<file path="src/rtl/wb_regfile.sv">
// Writeback stage and 32x32 architectural register file: writeback mux, two
// combinational read ports with optional same-cycle bypass, last-write
// forwarding registers and a retired-write counter.
module wb_regfile #(
   parameter bit          BYPASS     = 1'b1,
   // Counter value loaded on reset; nonzero only to reach the wrap point quickly.
   parameter logic [31:0] COUNT_INIT = 32'h0000_0000
) (
   input  logic        clk_i,
   input  logic        rst_i,
   input  logic        RegWrite_i,
   input  logic        MemtoReg_i,
   input  logic [31:0] Data_i,
   input  logic [31:0] ALUout_i,
   input  logic [4:0]  RDaddr_i,
   input  logic [4:0]  RSaddr_i,
   input  logic [4:0]  RTaddr_i,
   output logic [31:0] RSdata_o,
   output logic [31:0] RTdata_o,
   output logic [31:0] WBdata_o,
   output logic        WBvalid_o,
   output logic [4:0]  LastAddr_o,
   output logic [31:0] LastData_o,
   output logic        LastValid_o,
   output logic [31:0] WBcount_o
);

   logic [31:0] regs [0:31];
   logic [31:0] wb_data;
   logic        wb_valid;
   logic [4:0]  last_addr;
   logic [31:0] last_data;
   logic        last_valid;
   logic [31:0] wb_count;

   assign wb_data  = MemtoReg_i ? Data_i : ALUout_i;
   assign wb_valid = RegWrite_i & (RDaddr_i != 5'd0) & ~rst_i;

   // Entry 0 is cleared on reset and never written, so it always reads zero.
   always_ff @(posedge clk_i or posedge rst_i) begin
      if (rst_i) begin
         for (int i = 0; i < 32; i++) begin
            regs[i] <= 32'h0;
         end
         last_addr  <= 5'd0;
         last_data  <= 32'h0;
         last_valid <= 1'b0;
         wb_count   <= COUNT_INIT;
      end else begin
         last_valid <= wb_valid;
         if (wb_valid) begin
            regs[RDaddr_i] <= wb_data;
            last_addr      <= RDaddr_i;
            last_data      <= wb_data;
            wb_count       <= wb_count + 32'd1;
         end
      end
   end

   always_comb begin
      RSdata_o = 32'h0;
      if (rst_i || RSaddr_i == 5'd0) begin
         RSdata_o = 32'h0;
      end else if (BYPASS && wb_valid && RSaddr_i == RDaddr_i) begin
         RSdata_o = wb_data;
      end else begin
         RSdata_o = regs[RSaddr_i];
      end
   end

   always_comb begin
      RTdata_o = 32'h0;
      if (rst_i || RTaddr_i == 5'd0) begin
         RTdata_o = 32'h0;
      end else if (BYPASS && wb_valid && RTaddr_i == RDaddr_i) begin
         RTdata_o = wb_data;
      end else begin
         RTdata_o = regs[RTaddr_i];
      end
   end

   assign WBdata_o    = wb_data;
   assign WBvalid_o   = wb_valid;
   assign LastAddr_o  = last_addr;
   assign LastData_o  = last_data;
   assign LastValid_o = last_valid;
   assign WBcount_o   = wb_count;

endmodule

</file>
<file path="config.mk">
export PLATFORM = sky130hd
export DESIGN_NAME = wb_regfile
export DESIGN_NICKNAME = d
export VERILOG_FILES = /design/src/rtl/wb_regfile.sv
export SDC_FILE = /design/constraint.sdc
export NUM_CORES = 2
export LEC_CHECK = 0
export CELL_PAD_IN_SITES_DETAIL_PLACEMENT = 2
export CELL_PAD_IN_SITES_GLOBAL_PLACEMENT = 2
export CORE_ASPECT_RATIO = 1.2
export CORE_UTILIZATION = 40
export DETAILED_ROUTE_END_ITERATION = 16
export PLACE_DENSITY = 0.91
export SYNTH_ARGS = -nofsm -noshare
export SYNTH_HDL_FRONTEND = slang
export SYNTH_SLANG_ARGS = --single-unit
</file>
<file path="constraint.sdc">
create_clock -name clk_i -period 129.4 [get_ports clk_i]
set_input_delay 25.88 -clock clk_i [delete_from_list [all_inputs] [get_ports clk_i]]
set_output_delay 25.88 -clock clk_i [all_outputs]
set_load 0.01 [all_outputs]
</file>
==> flow_metrics.env <==
export IMPL_fp_dieW_um=346
export IMPL_cts_hold_buf=0
export IMPL_p_leak_nw=27.7
export IMPL_slew_limit_headroom_pct=-8.37
export IMPL_final_core_util_pct=45.6
export IMPL_ant_nets=0
export IMPL_synthArstFlopShare_pct=100
export IMPL_syn_nets=5540
export IMPL_clk_pin_slew_ns=0.07
export IMPL_hold_viol_final=0
export IMPL_root_buffer="clkbuf_16"
export IMPL_min_period_ns=58.35
export IMPL_tightest_slew_ns=1.63
export IMPL_endpoint_kind="primary output"
export IMPL_post_place_ws_ns=72.20
export IMPL_hold_depth=0
export IMPL_synthCells=5456
export IMPL_pwr_density_cell_mw_per_mm2=16.5
export IMPL_rsz0062_at_grt="no"
export IMPL_clock_latency_ns=0.80
export IMPL_synth_commonest_cells="1094 x dfrtp_1, 677 x nand2_1, 626 x o21ai_0, 536 x mux2i_1, 466 x nor2_1"
export IMPL_fin_crit_sh_pct=45.1
export IMPL_initial_utilization_pct=40.3
export IMPL_grt_overflow_total=0
export IMPL_dp_hpwl_um=145000
export IMPL_ff2ff_setup_slack_ns=126.89
export IMPL_cts_tree="yes"
export IMPL_timing_hold_ws_ns=0.415
export IMPL_ios=250
export IMPL_drv_cap=4
export IMPL_comb_power_share_pct=22.2
export IMPL_vdd_ir_drop_max_mv=0.0113
export IMPL_routed_via_density=7.97
export IMPL_violations="capacitance limit, slew limit"
export IMPL_worst_setup_path_type="primary input to primary output"
export IMPL_wl_um=328000
export IMPL_arrival_ns=32.47
export IMPL_grt_pass1_wl_um=437000
export IMPL_p_int_w=0.000672
export IMPL_rows=151
export IMPL_clock_skew_ns=0.00865
export IMPL_synth_edf_count=0
export IMPL_slew_viol_final=20
export IMPL_hold_end="regs[1022]"
export IMPL_clkPwrFrac_pct=34.2
export IMPL_grt_total_usage_pct=41.1
export IMPL_stdcell_count=7296
export IMPL_run_status="finished, violations left"
export IMPL_die_y_um=415
export IMPL_worst_path_max_fanout=44
export IMPL_r2r_end="WBcount_o[24]"
export IMPL_drtPass1Iterations=8
export IMPL_p_sw_w=0.000390
export IMPL_ys_seq_elements=1094
export IMPL_synth_area_top_cells="dfrtp_1 48%, mux4_2 10%, mux2i_1 9.4%"
export IMPL_placed_cells=7071
export IMPL_drc=0
export IMPL_setup_violations=0
export IMPL_core_area_mm2=0.141
export IMPL_ys_types=51
export IMPL_hp_start="regs[1022]"
export IMPL_vias=58100
export IMPL_clk_path_buf_depth=3
export IMPL_yosys_warnings=0
export IMPL_max_freq_mhz=17.1
export IMPL_die_area_mm2=0.144
export IMPL_final_setup_tns_ns=0
export IMPL_mappedNetlistArea_mm2=0.0568
export IMPL_min_path_type="register to register"
export IMPL_yosysSeqAreaShare_pct=48.2
export IMPL_swShare_pct=36.8
export IMPL_cp_start_kind="primary input"
export IMPL_cts_made_buffers=111
export IMPL_r2r_cells=5
export IMPL_area_growth_pct=13.1
export IMPL_layout_drive_gt1_share_pct=12.0
export IMPL_grt_max_degree=180
export IMPL_crit_required_ns=103.52
export IMPL_rr_startpoint="WBcount_o[6]"
export IMPL_p_seq_share_pct=43.6
export IMPL_syn_avg_cell_area_um2=10.4
export IMPL_fin_nets=5432
export IMPL_grt_pass1_vias=61300
export IMPL_fin_ws_ns=71.05
export IMPL_wl_per_cell_um=44.9
export IMPL_cts_sinks=1094
export IMPL_synth_top_area_cell="dfrtp_1"
export IMPL_gp_congestion=0.815
export IMPL_synth_flop_cell="dfrtp_1"
export IMPL_synth_most_common_cell="dfrtp_1"
export IMPL_cts_max_level=3
export IMPL_antenna_found_initial=13
export IMPL_drt_iter0_drc=9445
export IMPL_ctsResizeCount=0
export IMPL_port_buffer_count=249
export IMPL_netlist_area_leader_share_pct=48.2
export IMPL_cts_setup_buffers=0
-- power by group through the flow --
| stage | clock network (W) | logic [W] | registers, W |
|---|---|---|---|
| finish | 0.000363 | 0.000236 | 0.000463 |
| global route | 0.000368 | 0.000241 | 0.000461 |
| CTS | 0.000352 | 0.000215 | 0.000451 |
| detailed placement | 0 | 0.000197 | 0.000449 |
| global placement | 0 | 0.000175 | 0.000437 |
| floorplan | 0 | 0.000128 | 0.000431 |
-- metrics by stage --
step | cell area, µm² | power [W]
after CTS | 64200 | 0.00102
after global routing | 64200 | 0.00107
after detailed placement | 60500 | 0.000646
final | 64300 | 0.00106
after floorplan | 56800 | 0.000559
after global placement | 60500 | 0.000612
-- critical path, cell delays in order --
cell	delay, ns
clkdlybuf4s50_1	0.77
nor3_4	0.55
a21o_4	0.53
buf_4	0.70
inv_2	0.32
and3_2	0.61
buf_4	0.50
nand3b_1	0.30
buf_4	0.38
o211ai_1	1.08
clkdlybuf4s50_1	0.75
-- sequential cells by signal, indices dropped and copies added, names as in the netlist --
register     cells
LastAddr_o       5
LastData_o      32
LastValid_o      1
WBcount_o       32
regs          1024
-- cell type report --
cell class                      count  area [µm²]
Fill cell                       13800       76800
Sequential cell                  1094       27400
Multi-Input combinational cell   3750       27300
Timing Repair Buffer              354        3340
Clock buffer                      162        3270
Tap cell                         1836        2300
Clock inverter                     39         505
Inverter                           37         151
Antenna cell                       24        60.1
-- kinds of logic after synthesis --
logic type | Yosys count | synth area share [%]
muxes | 798 | 19.8
DFF | 1094 | 48.2
xor gates and xnor gates | 40 | 0.617
buffers and inverters | 612 | 4.56
and+or+nand+nor | 1246 | 8.73
adders and majority gates | 1 | 0.0220
AOI/OAI and AO/OA | 1665 | 18.1
-- worst max-delay path by stage --
stage	startpoint	to	slack, ns
floorplan	rst_i	RSdata_o[10]	50.26
global placement	RDaddr_i[4]	RTdata_o[17]	72.39
detailed placement	RDaddr_i[4]	RTdata_o[17]	72.20
CTS	RDaddr_i[4]	RTdata_o[31]	72.05
global route	RDaddr_i[4]	RTdata_o[17]	71.15
finish	RDaddr_i[4]	RTdata_o[17]	71.05
-- metal layers --
layer / vias up / share of wire, % / GRT usage [%]
met5: - / 0.070 / 0.201
met4: 32 / 10 / 32.8
met3: 2823 / 14 / 13.3
met2: 6654 / 43 / 63.1
met1: 29000 / 33 / 47.1
li1: 19600 / - / -
-- cell usage in the layout, fill, tap and decap left out, types with 15 or more instances in the layout --
| master | Yosys | layout |
|---|---|---|
| inv_1 | 34 | 33 |
| a21bo_2 | 19 | 19 |
| mux2i_1 | 536 | 504 |
| o21ai_0 | 626 | 626 |
| clkbuf_16 | 0 | 111 |
| nor2_1 | 466 | 454 |
| clkinv_2 | 0 | 21 |
| o211ai_1 | 31 | 31 |
| a221o_1 | 32 | 32 |
| clkbuf_1 | 433 | 21 |
| mux4_2 | 262 | 262 |
| buf_4 | 14 | 105 |
| diode_2 | 0 | 24 |
| nand2_1 | 677 | 666 |
| a21oi_1 | 448 | 448 |
| clkdlybuf4s50_1 | 0 | 240 |
| o21ai_1 | 15 | 15 |
| a221oi_1 | 252 | 252 |
| dfrtp_1 | 1094 | 1094 |
| mux2i_2 | 0 | 27 |
| clkbuf_8 | 0 | 30 |
| nand3_1 | 16 | 16 |
| and2_0 | 27 | 27 |
| xnor2_1 | 33 | 33 |
| o21bai_1 | 94 | 94 |
| a22oi_1 | 126 | 126 |
Note: power is estimated with default switching activity, not from simulation.
